File: src/rtl/exec_pkg.sv
// Shared definitions for the execute stage that follows the 16-bit barrel
// shifter: datapath widths, ALU opcode encodings and status-register bit
// positions.
package exec_pkg;

  // Datapath width (matches the shifter output) and register-index width
  // (8-entry register file).
  localparam int W      = 16;
  localparam int RIDX_W = 3;

  // ALU opcodes.
  localparam logic [1:0] ALU_ADD = 2'b00;
  localparam logic [1:0] ALU_SUB = 2'b01;
  localparam logic [1:0] ALU_AND = 2'b10;
  localparam logic [1:0] ALU_MVN = 2'b11;

  // Bit positions inside the {V,N,Z} status register.
  localparam int ST_Z = 0;
  localparam int ST_N = 1;
  localparam int ST_V = 2;

endpackage

File: src/rtl/alu16.sv
// Combinational ALU for the execute stage.
// Ports:
//   a   in  W  operand A (already forced to zero on the MOV path)
//   b   in  W  operand B (shifter output)
//   op  in  2  ALU_ADD / ALU_SUB / ALU_AND / ALU_MVN
//   r   out W  result, modulo 2^W (carry-out discarded)
//   v   out 1  signed overflow (ADD/SUB only, 0 otherwise)
//   n   out 1  result sign bit
//   z   out 1  result is zero
module alu16 #(
  parameter int W = exec_pkg::W
) (
  input  logic [W-1:0] a,
  input  logic [W-1:0] b,
  input  logic [1:0]   op,
  output logic [W-1:0] r,
  output logic         v,
  output logic         n,
  output logic         z
);
  import exec_pkg::*;

  // NOTE: every output of an always_comb block gets a default first, so no
  // path through the case statement can leave it unassigned and infer a latch.
  always_comb begin
    r = '0;
    v = 1'b0;
    unique case (op)
      ALU_ADD: begin
        r = a + b;
        // Overflow: same-signed operands produced a result of the other sign.
        v = (a[W-1] == b[W-1]) && (r[W-1] != a[W-1]);
      end
      ALU_SUB: begin
        r = a + ~b + W'(1);
        // Overflow: operands of differing sign and the result flipped sign.
        v = (a[W-1] != b[W-1]) && (r[W-1] != a[W-1]);
      end
      ALU_AND: r = a & b;
      ALU_MVN: r = ~b;
      default: r = '0;
    endcase
  end

  assign n = r[W-1];
  assign z = (r == '0);

endmodule

File: src/rtl/alu_exec_stage.sv
// Two-stage execute pipeline downstream of the barrel shifter.
// Stage 1 captures the operands and control of an accepted op; stage 2 holds
// the ALU result, its writeback index, and drives the status register.
// Valid/ready handshake on both sides, one op per cycle at full rate.
// Ports:
//   clk        in   1       rising-edge clock
//   reset      in   1       synchronous, active-high; drops all in-flight ops
//   in_valid   in   1       upstream op valid
//   in_ready   out  1       stage can accept an op this cycle
//   ain        in   W       operand A (register file read)
//   sout       in   W       operand B after the shifter
//   aluop      in   2       00 ADD, 01 SUB, 10 AND, 11 MVN
//   asel       in   1       force operand A to zero (MOV path)
//   loads      in   1       op updates the status register
//   wdst       in   RIDX_W  writeback register index carried with the op
//   out_valid  out  1       result valid
//   out_ready  in   1       downstream accepts the result
//   c          out  W       result
//   cdst       out  RIDX_W  writeback index of the result
//   status     out  3       {V,N,Z}
module alu_exec_stage #(
  parameter int W      = exec_pkg::W,
  parameter int RIDX_W = exec_pkg::RIDX_W
) (
  input  logic              clk,
  input  logic              reset,
  input  logic              in_valid,
  output logic              in_ready,
  input  logic [W-1:0]      ain,
  input  logic [W-1:0]      sout,
  input  logic [1:0]        aluop,
  input  logic              asel,
  input  logic              loads,
  input  logic [RIDX_W-1:0] wdst,
  output logic              out_valid,
  input  logic              out_ready,
  output logic [W-1:0]      c,
  output logic [RIDX_W-1:0] cdst,
  output logic [2:0]        status
);
  import exec_pkg::*;

  // Stage 1 registers.
  logic              s1_valid;
  logic [W-1:0]      s1_a;
  logic [W-1:0]      s1_b;
  logic [1:0]        s1_op;
  logic              s1_asel;
  logic              s1_loads;
  logic [RIDX_W-1:0] s1_wdst;

  // Stage 2 occupancy; its payload lives directly in c/cdst.
  logic              s2_valid;

  logic              accept;
  logic              s2_adv;
  logic              out_xfer;
  logic [W-1:0]      a_eff;
  logic [W-1:0]      alu_r;
  logic              alu_v;
  logic              alu_n;
  logic              alu_z;

  // Stage 1 moves forward when stage 2 is empty or is emptying this cycle.
  assign s2_adv    = s1_valid && (!s2_valid || out_ready);
  // Stage 1 can take a new op when empty or when its op leaves this cycle,
  // which lets a full pipeline accept, advance and emit in the same cycle.
  assign in_ready  = !reset && (!s1_valid || s2_adv);
  assign accept    = in_valid && in_ready;
  assign out_valid = s2_valid;
  assign out_xfer  = s2_valid && out_ready;

  assign a_eff = s1_asel ? '0 : s1_a;

  alu16 #(.W(W)) u_alu (
    .a  (a_eff),
    .b  (s1_b),
    .op (s1_op),
    .r  (alu_r),
    .v  (alu_v),
    .n  (alu_n),
    .z  (alu_z)
  );

  // NOTE: stage-1 payload registers carry no reset; they are only observed
  // when s1_valid is set, so resetting the valid bit alone is sufficient.
  always_ff @(posedge clk) begin
    if (accept) begin
      s1_a     <= ain;
      s1_b     <= sout;
      s1_op    <= aluop;
      s1_asel  <= asel;
      s1_loads <= loads;
      s1_wdst  <= wdst;
    end
  end

  // NOTE: sequential state uses non-blocking assignments so every register
  // samples the pre-edge values of the others, independent of statement order.
  always_ff @(posedge clk) begin
    if (reset) begin
      s1_valid <= 1'b0;
      s2_valid <= 1'b0;
      c        <= '0;
      cdst     <= '0;
      status   <= 3'b000;
    end else begin
      // Stage 1 occupancy: a new accept refills it even if its op advances.
      if (accept) begin
        s1_valid <= 1'b1;
      end else if (s2_adv) begin
        s1_valid <= 1'b0;
      end

      // Stage 2: an advancing op replaces whatever is leaving; otherwise an
      // output transfer empties the stage. Without either, c/cdst hold.
      if (s2_adv) begin
        s2_valid <= 1'b1;
        c        <= alu_r;
        cdst     <= s1_wdst;
        if (s1_loads) begin
          status[ST_V] <= alu_v;
          status[ST_N] <= alu_n;
          status[ST_Z] <= alu_z;
        end
      end else if (out_xfer) begin
        s2_valid <= 1'b0;
      end
    end
  end

endmodule

File: config.mk
export PLATFORM = sky130hd
export DESIGN_NAME = alu_exec_stage
export DESIGN_NICKNAME = d
export VERILOG_FILES = /design/src/rtl/exec_pkg.sv /design/src/rtl/alu16.sv /design/src/rtl/alu_exec_stage.sv
export SDC_FILE = /design/constraint.sdc
export NUM_CORES = 1
export LEC_CHECK = 0
export CORE_ASPECT_RATIO = 0.6
export CORE_MARGIN = 2
export CORE_UTILIZATION = 40
export DETAILED_ROUTE_END_ITERATION = 10
export SYNTH_ARGS = -nofsm -noshare
export SYNTH_HDL_FRONTEND = slang
export SYNTH_SLANG_ARGS = --single-unit
export TNS_END_PERCENT = 5
File: constraint.sdc
create_clock -name clk -period 8.1 [get_ports clk]
set_input_delay 0.81 -clock clk [delete_from_list [all_inputs] [get_ports clk]]
set_output_delay 0.81 -clock clk [all_outputs]
set_load 0.02 [all_outputs]
==> results by stage, run 1 <==
Timing:
- In this run the tightest slew margin relative to its limit is between 30% and 40%.
- For this run, the top clock speed supported by timing is between 200 and 250 MHz.
- The final setup violation count is 0.
- The smallest hold slack is about 0.46 ns.
- The aggregate negative setup slack is 0 ns.
- For the pin with the worst max-slew slack, the measured transition is around 0.94 ns.
- Setup repair after global routing left no endpoint under its margin.
- The post-route minimum period is about 4.3 ns.
- The part of the cycle the worst path needs is a little over half.
- The worst-case clock skew is between 0.005 and 0.006 ns.
- The number of hold violations in the final report is 0.
- The max-slew violation total from the final report is 0.

Synth:
- edfxtp_1 takes more of the synthesized area than any other cell.
- In the synthesized netlist the dominant register cell turns out to be edfxtp_1.
- The most frequent cell after synthesis is nor2_1.
- Of the total synthesized cell area, the portion taken by AND, OR, NAND and NOR gates is 24.6%.
- The share of the synthesized netlist area taken by xor and xnor gates is between 4 and 5%.
- After synthesis, the share of flip-flops with an asynchronous set or reset is 0%.
- By area, the combinational part of the netlist is dominated by compound AO/OA/AOI/OAI gates.
- The synthesized design contains 39 enable-type register cells.
- Counting every net in the synthesized netlist gives between 700 and 800.
- The synthesized cell area is ~0.0052 mm^2.
- During synthesis, Yosys emitted a total of 0 warnings.
- The synthesized design devotes to its leading area cell type between 20% and 30% of total area.
- The mean instance size in the synthesized netlist is slightly above 8 um^2.
- Yosys attributes the largest share of cell area to edfxtp_1 22%, dfxtp_1 9.2%, nor2_1 5.8%.
- After technology mapping, the gate count stands at roughly 650.
- Measured against the total synthesized area, the mux share comes to between 1.5 and 2%.
- After synthesis, the most frequently instantiated cells are 81 x nor2_1, 63 x nand2_1, 39 x edfxtp_1, 37 x a21oi_1, 36 x o21ai_0.
- The part of the Yosys area used for sequential elements is around a third.
- The synthesized netlist devotes about a quarter of its cell area to compound gates.
- Summing the areas of all fa, ha and maj instances in the mapped netlist gives about 3.6% of the synthesized area.
- The distinct cell type count of the synthesized netlist is 86.
- The total of flip-flops plus latches after synthesis is between 60 and 70.

Worst setup path:
- Data arrives at the worst endpoint at about 4.6 ns.
- The flop-to-flop setup slack is 3.80 ns.
- STA classifies the critical path startpoint as a flip-flop.
- The reg-to-reg critical path startpoint is s1_asel$_DFFE_PP_.
- The worst setup path category is flip-flop to flip-flop.
- For the worst setup path, the data required time is around 8.4 ns.
- The worst register-to-register path ends at status[0]$_SDFFE_PP0P_.
- Of all nets on the critical path, the largest fanout is 63.
- STA classifies the critical path endpoint as a flip-flop.
- The depth of the worst register-to-register path is 18.

GRT:
- The global-route usage over all layers is between 20% and 30%.
- The number of global-route vias before repair is between 4000 and 5000.
- Entering global routing, the biggest net connects 64 pins.
- The sum of overflow across all layers after global routing is 0.
- The first global-routing pass estimated around 23000 um of wire.
- The initial antenna violation count is 0.

Placement:
- The count of input and output buffers is between 60 and 70.
- The HPWL reported at the end of detailed placement is approximately 10000 um.
- The weighted congestion at the end of routability-driven global placement is between 0.8 and 0.9.

Detailed routing:
- For this block, the via count after detailed routing is a little under 5000.
- The count of unresolved DRC violations after routing is 0.
- The number of routed nets with antenna violations is 0.
- In the routed layout, each cell is associated on average with a via count of around 5.8.
- The detailed router finished its first iteration with 416 violations.
- Before antenna repair, the detailed router went through 5 iterations.
- The detailed-route wire length is roughly 15000 um.
- The wire length per cell is approximately 17 um.

CTS:
- The post-CTS setup buffer count is 0.
- TritonCTS built the clock tree.
- The count of cells resized by post-cts repair is 0.
- The number of clock sinks is 63.
- Clock latency on the worst-skew pair, taken at its later pin, is ~0.34 ns.
- The clock root buffer is clkbuf_16.
- The H-tree was split into 3 levels.
- Clock-pin slew was measured on the worst setup and hold paths at approximately 0.060 ns.
- Hold repair after CTS inserted 0 buffers.
- In this run the deepest clock path goes through 2 buffers.
- The number of clock buffers inserted by TritonCTS is 9.

Power:
- Across the VDD grid, the largest voltage drop is a little over 0.00008 V.
- The leakage power is 2.25 nW.
- Summing internal, switching and leakage power gives ~1.0 mW.
- Power spread over the standard cell area amounts to 163 mW/mm^2.

Run:
- Max-cap violations in this run came to 0.

Finish:
- The proportion of layout cells with a drive suffix above 1 is 7.74%.
- The filler cell count is roughly 1200.
- The multi-input combinational cells in the finished layout cover a total of approximately 0.0032 mm^2.
- The antenna diode count is 0.
- The area growth from synthesis to layout is 18.7%.
- The sequential cells in the finished layout cover a total of 0.00165 mm^2.
- For this run, the post-layout net count is about 740.

Status:
- The flow ran to the end, and the final reports show no timing, DRC or antenna violations.

Floorplan:
- The core region is around 0.013 mm^2.
- Pin placement for this block handled 67 I/O pins.
- Measured along the y axis, the die boundary spans slightly above 90 um.
- The number of cell rows is 32.
- The floorplan die area is around 0.014 mm^2.
- The initial standard-cell utilization of the core is 40.8%.
- The die is approximately 150 um wide.

Min path:
- The path with the worst hold slack has its endpoint at cdst[2]$_SDFFE_PP0P_.
- In this run the worst hold path is classified as flip-flop to flip-flop.
- The number of cells on the worst hold path is 2.
- The start point of the worst min-delay path is cdst[2]$_SDFFE_PP0P_.
-- metal layers --
metal | GRT usage, % | vias to the layer above | part of all wire (%)
li1 | - | 2422 | -
met1 | 32.5 | 2320 | 50
met2 | 31.0 | 187 | 42
met3 | 4.29 | 11 | 7.3
met4 | 3.78 | 0 | 0.62
met5 | 0 | - | 0
-- placed cells by master (no fill, tap or decap), types with 4 or more instances in the layout --
cell and n:
a211oi_1 13, nor2_1 81, o31ai_1 7, xnor2_1 21
edfxtp_1 39, dfxtp_1 24, o21ai_0 36, a31oi_1 13
ha_1 12, clkdlybuf4s50_1 66, inv_1 27, o221ai_1 4
mux2i_1 5, nand3_1 10, nand2_1 63, a21oi_1 37
xor2_1 4, a22oi_1 6, buf_4 5, nor3_1 23
o211ai_1 9, nor4_1 6, clkbuf_16 10, o22ai_1 6
maj3_1 4, nor2b_1 25, o21ai_1 9, nand2b_1 20
-- worst max path at each step --
| stage | cells after the start | slack (ns) | to | startpoint |
|---|---|---|---|---|
| floorplan | 23 | 4.04 | status[0]$_SDFFE_PP0P_ | s1_asel$_DFFE_PP_ |
| global placement | 18 | 4.03 | status[0]$_SDFFE_PP0P_ | s1_asel$_DFFE_PP_ |
| detailed placement | 18 | 3.85 | status[0]$_SDFFE_PP0P_ | s1_asel$_DFFE_PP_ |
| CTS | 18 | 3.85 | status[0]$_SDFFE_PP0P_ | s1_asel$_DFFE_PP_ |
| global route | 17 | 3.42 | status[0]$_SDFFE_PP0P_ | s1_asel$_DFFE_PP_ |
| finish | 18 | 3.80 | status[0]$_SDFFE_PP0P_ | s1_asel$_DFFE_PP_ |
-- area by class of cell --
| type | count | area share [%] |
|---|---|---|
| multi-input cells | 507 | 51.8 |
| well taps | 170 | 3.43 |
| flip-flops and latches | 63 | 26.6 |
| repair buffers | 71 | 11.2 |
| clock inverters | 6 | 1.17 |
| clock buffers | 10 | 4.03 |
| inverters | 28 | 1.69 |
-- state kept, by name, indices dropped and copies added (netlist names), 2 cells and up --
register and cells:
s1_b 16, s1_wdst 3, s1_op 2, cdst 3, status 3, s1_a 16, c 16
-- power by group --
part           internal (mW)  switching, mW  leakage [nW]
Clock                  0.261          0.161         0.161
Sequential             0.359         0.0205         0.563
Combinational         0.0931          0.116          1.52
-- worst max-delay path, stage by stage (launching register included) --
cell and delay [ns]:
edfxtp_1 0.32, buf_4 0.51, nand2b_1 0.21, inv_1 0.05, ha_1 0.24, ha_1 0.24, a21oi_1 0.13, o21ai_1 0.09
nand2_1 0.29, o31ai_1 0.17, o21ai_0 0.27, a21oi_1 0.10, a211oi_1 0.46, a21o_1 0.18, o211ai_1 0.09, a31oi_1 0.32
o2111ai_1 0.20, nor4_2 0.18, a31o_1 0.17
-- through the flow --
step | cells | cell area (um^2) | setup slack [ns] | util (%)
after CTS | 855 | 6210 | 3.85 | 48.4
final | 855 | 6210 | 3.80 | 48.4
after global placement | 839 | 5880 | 4.03 | 45.9
after detailed placement | 839 | 5880 | 3.85 | 45.9
after floorplan | 649 | 5230 | 4.04 | -
after global routing | 855 | 6210 | 3.42 | 48.4
-- logic make-up (layout without fill, tap and decap cells) --
family	Yosys count	count (layout)
and+or+nand+nor	262	262
AOI/OAI and AO/OA	194	194
buffers and inverters	79	115
DFF	63	63
xor gates and xnor gates	27	27
adders and majority gates	16	16
muxes	8	8
(Power assumes the default switching activity.)
==> run 2, diff against run 1 <==
==> constraint.sdc (replaced) <==
create_clock -name clk -period 3.8 [get_ports clk]
set_input_delay 0.38 -clock clk [delete_from_list [all_inputs] [get_ports clk]]
set_output_delay 0.38 -clock clk [all_outputs]
set_load 0.02 [all_outputs]
==> run 2 against run 1 <==
Clock power grew 120%; sequential power increased by 110%; first-iteration DRC count up 9.6%; highest routed layer unchanged.
==> results by stage, run 2 (synthesis results as in run 1) <==
Status:
- The flow ran to the end, and the final reports show no timing, DRC or antenna violations.

Timing:
- The smallest clock period supported by the final layout is computed as approximately 3.6 ns.
- The worst-margin pin slew is ~1 ns.
- The number of hold violations in the final report is 0.
- Dividing the final minimum period by the clock period gives 93.4%.
- Setup slack on the critical path of the routed design comes to 0.249 ns.
- The clock arrives with roughly 0.0095 ns of skew.
- Derived from the worst setup path, the maximum achievable clock frequency is approximately 280 MHz.
- The max-slew violation total from the final report is 0.
- Headroom to the max-slew limit came out at about a third.
- Setup repair after global routing could not meet its margin everywhere.
- The final setup violation count is 0.
- After routing, the total negative slack on setup checks comes to 0 ns.

Worst setup path:
- For the worst setup path, the data arrival time is roughly 3.8 ns.
- STA classifies the critical path startpoint as a flip-flop.
- The flop-to-flop setup slack is 0.25 ns.
- The required time of the worst setup path is 4.03 ns.
- The worst setup path category is flip-flop to flip-flop.
- The worst setup path is captured at a flip-flop.
- The largest fanout of any net on the critical path is 6.

GRT:
- In the global route stage, overall resource usage came out at between 20% and 30%.
- For this run the aggregate overflow at the end of global routing stands at 0.
- The number of global-route vias before repair was ~4600.
- Entering global routing, the biggest net connects 62 pins.
- The met1 track demand over resource is ~33%.
- The met2 usage in global routing is 31.2%.
- The first global-routing pass estimated approximately 24000 um of wire.
- The met3 routing resource usage after global routing is 5.71%.
- The layer carrying the most global-route usage is met1.
- The initial antenna violation count is 0.

Finish:
- The antenna diode count is 0.
- In the layout the commonest cells are 80 x nor2_1, 66 x clkdlybuf4s50_1, 62 x nand2_1, 39 x edfxtp_1, 37 x a21oi_1.
- The most common cell after layout, fill and taps aside is nor2_1.
- The post-route netlist has roughly an eighth of its cells at a drive strength greater than 1.
- Relative to the synthesized area, the layout overhead comes to 24.0%.
- The filler cell count is around 1200.
- The largest registers in the layout are c x16, s1_a x16, s1_b x16.
- For this run, the post-layout net count is 750.

Floorplan:
- In this run the core area contains 32 standard-cell rows.
- The vertical die dimension is between 90 and 100 um.
- The floorplan step defined a die boundary enclosing 0.0140 mm^2.
- For this design the top-level I/O count stands at 67.
- The initial standard-cell utilization of the core is between 40% and 50%.
- The core region area is about 0.013 mm^2.
- Measured along the x axis, the die boundary spans about 150 um.

CTS:
- TritonCTS built the clock tree.
- The number of buffers on the longest clock path is 2.
- The number of clock buffers inserted by TritonCTS is 9.
- The latest clock arrival within the worst-skew pair is ~0.34 ns.
- The clock transition at the registers of the reported paths is roughly 0.060 ns.
- The H-tree level count is 3.
- The number of clock sinks is 63.
- The clock root buffer is clkbuf_16.

Min path:
- In this run the worst hold path is classified as flip-flop to flip-flop.

Detailed routing:
- The vias per cell is ~5.7.
- The number of search-and-repair iterations in the first detailed-routing pass is 5.
- The initial DRC count is roughly 460.
- Dividing the detail-routed wire length by the instance count gives 17.0 um.
- The via count of the routed design is ~5000.
- After detailed routing, the number of remaining DRC violations is 0.
- The detailed-route wire length is around 15000 um.
- Once detail routing completed, the nets flagged for antenna violations numbered 0.

Power:
- Summed over all cells, the static leakage comes to between 2 and 2.5 nW.
- The power density of the placed cells is 343 mW/mm^2.
- The maximum VDD drop is around 0.00019 V.

Placement:
- Buffers placed on the I/O ports in this run total 66.
- OpenSTA, run right after detailed placement, puts the worst setup slack at 0.131 ns.
- At the end of routability-driven placement, the weighted congestion stood at 0.916.
- Detailed placement finished with a half-perimeter wire length of between 10000 and 15000 um.

Run:
- The number of maximum-capacitance violations is 0.
run 2: layout make-up:
cell class                      instances  area (um^2)  share of cell area (%)
Inverter                               28          105                    1.62
Tap cell                              170          213                    3.28
Timing Repair Buffer                   86          823                    12.7
Clock buffer                           11          275                    4.24
Clock inverter                          5         67.6                    1.04
Sequential cell                        63         1650                    25.5
Multi-Input combinational cell        507         3350                    51.6
run 2: per-layer routing:
metal	part of all wire, %	vias to the layer above
li1	-	2443
met1	51	2347
met2	41	190
met3	7.4	16
met4	1.2	0
met5	0	-
run 2: power breakdown:
part | switching [mW] | total, mW | internal (mW)
combinational | 0.266 | 0.482 | 0.217
sequential | 0.0379 | 0.802 | 0.765
clock | 0.342 | 0.940 | 0.598
run 2: timing repair:
| item | 4_1_cts | 5_1_grt |
|---|---|---|
| setup buffers | 0 | 2 |
| setup endpoints to repair | 0 | 2 |
| hold buffers | 0 | 0 |
| gates resized for setup | 0 | 13 |
run 2: worst max-delay path: stages, from the launching register on:
cell and delay, ns:
edfxtp_1 0.49, nand2b_1 0.21, inv_1 0.09, ha_4 0.16
o221ai_1 0.12, o22ai_2 0.29, nor2_4 0.10, o311ai_4 0.37
a2bb2o_4 0.26, nand3_4 0.12, o211a_1 0.18, a211oi_2 0.06
o2111a_1 0.26, xor2_1 0.13, o21ai_0 0.33, o21ai_0 0.11
nor2b_1 0.14
run 2: path summary, 6_finish.rpt:
path                        startpoint                    to  depth (start not counted)
setup / recovery     s1_asel$_DFFE_PP_    c[13]$_SDFFE_PP0P_                         16
hold reg to reg   cdst[0]$_SDFFE_PP0P_  cdst[0]$_SDFFE_PP0P_                          2
hold / removal    cdst[0]$_SDFFE_PP0P_  cdst[0]$_SDFFE_PP0P_                          2
setup reg to reg     s1_asel$_DFFE_PP_    c[13]$_SDFFE_PP0P_                         16
run 2: metrics by stage:
| stage | instances | utilization [%] | cell area, um^2 | power, mW | hold slack, ns |
|---|---|---|---|---|---|
| after floorplan | 649 | - | 5330 | 1.13 | 0.471 |
| final | 870 | 50.6 | 6480 | 2.22 | 0.460 |
| after detailed placement | 852 | 47.4 | 6070 | 1.28 | 0.454 |
| after global placement | 852 | 47.4 | 6070 | 1.28 | 0.441 |
| after global routing | 870 | 50.6 | 6480 | 2.33 | 0.476 |
| after CTS | 868 | 50.1 | 6420 | 2.23 | 0.464 |
==> run 3, diff against run 2 <==
--- a/config.mk
+++ b/config.mk
@@ -5,7 +5,6 @@
 export SDC_FILE = /design/constraint.sdc
 export NUM_CORES = 1
 export LEC_CHECK = 0
-export CORE_ASPECT_RATIO = 0.6
 export CORE_MARGIN = 2
 export CORE_UTILIZATION = 40
 export DETAILED_ROUTE_END_ITERATION = 10
==> run 3 against run 2 <==
Die area fell by 0.21%; clock skew is 0.0022 ns lower; global-route usage fell by 1.2 points; first-iteration DRC count grew 3.1%; critical endpoint is now status[0]$_SDFFE_PP0P_; highest routed layer unchanged.
==> results by stage, run 3 (synthesis results as in run 1) <==
Power:
- The power density of the placed cells is approximately 330 mW/mm^2.
- The power share of the sequential group is between 30% and 40%.
- Net switching is 29.9% of the power.
- The total design power is roughly 2.1 mW.
- The worst-case IR drop observed on VDD is 0.000258 V.
- The clock group share of total power is about two fifths.
- The internal cell power is approximately 1.5 mW.
- The reported net switching power is roughly 0.63 mW.
- Summed over all cells, the static leakage comes to 2.33 nW.
- The combinational fraction of design power is 22.5%.

Timing:
- The aggregate negative setup slack is 0 ns.
- The number of hold violations in the final report is 0.
- After layout, the minimum clock period comes to ~3.6 ns.
- Clock skew on the completed layout was measured at roughly 0.0074 ns.
- The part of the cycle the worst path needs is roughly 94%.
- Headroom to the max-slew limit came out at between 30% and 40%.
- The max-slew violation total from the final report is 0.
- Derived from the worst setup path, the maximum achievable clock frequency is approximately 280 MHz.
- At the pin with the least slew margin, the transition time is roughly 0.97 ns.
- Setup violations remaining at the end of the flow were counted as 0.
- Once routing completed, OpenROAD measured the worst setup slack at 0.242 ns.

Worst setup path:
- Data on the critical path arrives at its endpoint at 3.80 ns.
- STA classifies the critical path endpoint as a flip-flop.
- The worst setup path category is flip-flop to flip-flop.
- At the worst endpoint, the required time is roughly 4.0 ns.
- The largest fanout of any net on the critical path is 61.
- STA classifies the critical path startpoint as a flip-flop.

Detailed routing:
- The count of unresolved DRC violations after routing is 0.
- The detailed-route wire length is 14200 um.
- Detailed routing inserted a total of 4960 vias.
- The initial DRC count is 470.
- The number of search-and-repair iterations in the first detailed-routing pass is 5.
- The wire length per cell is about 16 um.
- The vias per cell is between 5 and 6.
- The count of nets left with antenna violations once routing finished came out at 0.

Finish:
- Leaving out fill and tap cells, the most frequent cell in the layout is nor2_1.
- From synthesis to final layout, the design area changed by 22.9%.
- The number of antenna diodes in the final layout is 0.
- The number of nets at the end of the flow is 745.
- In the final layout, the share of cells above drive strength 1 is ~12%.
- The core utilization of the finished layout is 50.7%.
- The non-filler instance count after layout is around 870.
- The largest registers in the layout are c x16, s1_a x16, s1_b x16.
- In the layout the commonest cells are 81 x nor2_1, 66 x clkdlybuf4s50_1, 62 x nand2_1, 39 x edfxtp_1.

GRT:
- The initial antenna violation count is 0.
- The sum of overflow across all layers after global routing is 0.
- For this run, the total global-route usage over all layers was measured as 20.8%.
- The number of global-route vias before repair is 4803.
- The wire length of the first global-routing pass is 23700 um.
- Entering global routing, the biggest net connects 62 pins.

Floorplan:
- The floorplan has just over 40 rows.
- The floorplan die area is around 0.014 mm^2.
- The core region is between 0.01 and 0.015 mm^2.
- The die is approximately 120 um wide.
- Once the floorplan was initialized, standard cells occupied approximately two fifths of the core.
- The vertical die dimension is ~120 um.
- The I/O pin count is 67.

CTS:
- The clock tree from TritonCTS is built.
- The clock root buffer is clkbuf_16.
- In this run, CTS created clock tree buffers numbering 9.
- Clock-pin slew was measured on the worst setup and hold paths at about 0.06 ns.
- The number of buffers on the longest clock path is 2.
- The H-tree level count is 3.
- The later pin in the worst-skew pair is clocked with a latency of between 0.3 and 0.4 ns.
- The number of clock sinks is 63.

Placement:
- The weighted congestion at the end of routability-driven global placement is roughly 0.92.
- The HPWL reported at the end of detailed placement is between 10000 and 15000 um.
- Input and output buffers added on the ports amount to 66.
- Before CTS, the worst setup slack after placement is around 0.17 ns.
- Counting tap cells, the placed design contains a total of 850 instances.

Min path:
- The worst hold path belongs to the class flip-flop to flip-flop.

Status:
- The flow ran to the end, and the final reports show no timing, DRC or antenna violations.

Run:
- Across the run, the number of max-cap violations was 0.
==> run 3: changes by cell type in the layout (fill, tap and decap cells not counted), sizes merged <==
cell	delta
clkbuf	-2
inv	+1
buf	-5
clkinv	+1
==> run 3: worst paths after layout <==
kind / from / endpoint / slack [ns] / cells after the start
setup / recovery: s1_asel$_DFFE_PP_ / status[0]$_SDFFE_PP0P_ / 0.24 / 14
hold / removal: cdst[1]$_SDFFE_PP0P_ / cdst[1]$_SDFFE_PP0P_ / 0.46 / 2
setup reg to reg: s1_asel$_DFFE_PP_ / status[0]$_SDFFE_PP0P_ / 0.24 / 14
hold reg to reg: cdst[1]$_SDFFE_PP0P_ / cdst[1]$_SDFFE_PP0P_ / 0.46 / 2
==> run 3: stage by stage <==
stage,hold slack [ns],instance area (um^2)
4_1_cts,0.467,6340
2_1_floorplan,0.471,5330
3_5_place_dp,0.455,6050
5_1_grt,0.491,6430
3_3_place_gp,0.452,6050
6_report,0.462,6430
==> run 3: final cells by class <==
| type | count | area [um^2] |
|---|---|---|
| Timing Repair Buffer | 81 | 786 |
| Sequential cell | 63 | 1650 |
| Fill cell | 1211 | 6240 |
| Inverter | 28 | 105 |
| Clock inverter | 7 | 68.8 |
| Multi-Input combinational cell | 507 | 3380 |
| Tap cell | 172 | 215 |
| Clock buffer | 9 | 225 |
==> run 3: critical path: stages, from the launching register on <==
cell	delay, ns
edfxtp_1	0.45
buf_12	0.29
nand2b_1	0.35
o22ai_2	0.18
o211ai_2	0.22
o311ai_4	0.16
o22ai_1	0.30
nand3_4	0.16
a21o_1	0.22
or3_1	0.32
o21ai_0	0.11
a2bb2oi_2	0.09
o2111ai_2	0.29
nor4_2	0.09
a31o_1	0.22
==> run 3: what timing repair did <==
action | 4_1_cts | 5_1_grt
endpoints found under the hold margin | 0 | 0
setup buffers | 0 | 1
hold buffers | 0 | 0
setup endpoints to repair | 0 | 3
resized for setup | 0 | 16
==> run 3: power groups by stage <==
stage | Sequential [mW] | Combinational, mW | Clock, mW
2_1_floorplan | 0.813 | 0.315 | 0
4_1_cts | 0.801 | 0.466 | 0.859
3_5_place_dp | 0.815 | 0.462 | 0
6_report | 0.802 | 0.478 | 0.842
3_3_place_gp | 0.815 | 0.454 | 0
5_1_grt | 0.807 | 0.525 | 0.890
==> run 3: layer usage <==
metal / vias up / track usage [%] / wire [um]
li1: 2440 / - / -
met1: 2351 / 25.6 / 6290
met2: 144 / 35.2 / 7000
met3: 25 / 4.34 / 595
met4: 0 / 8.58 / 341
met5: - / 0 / 0
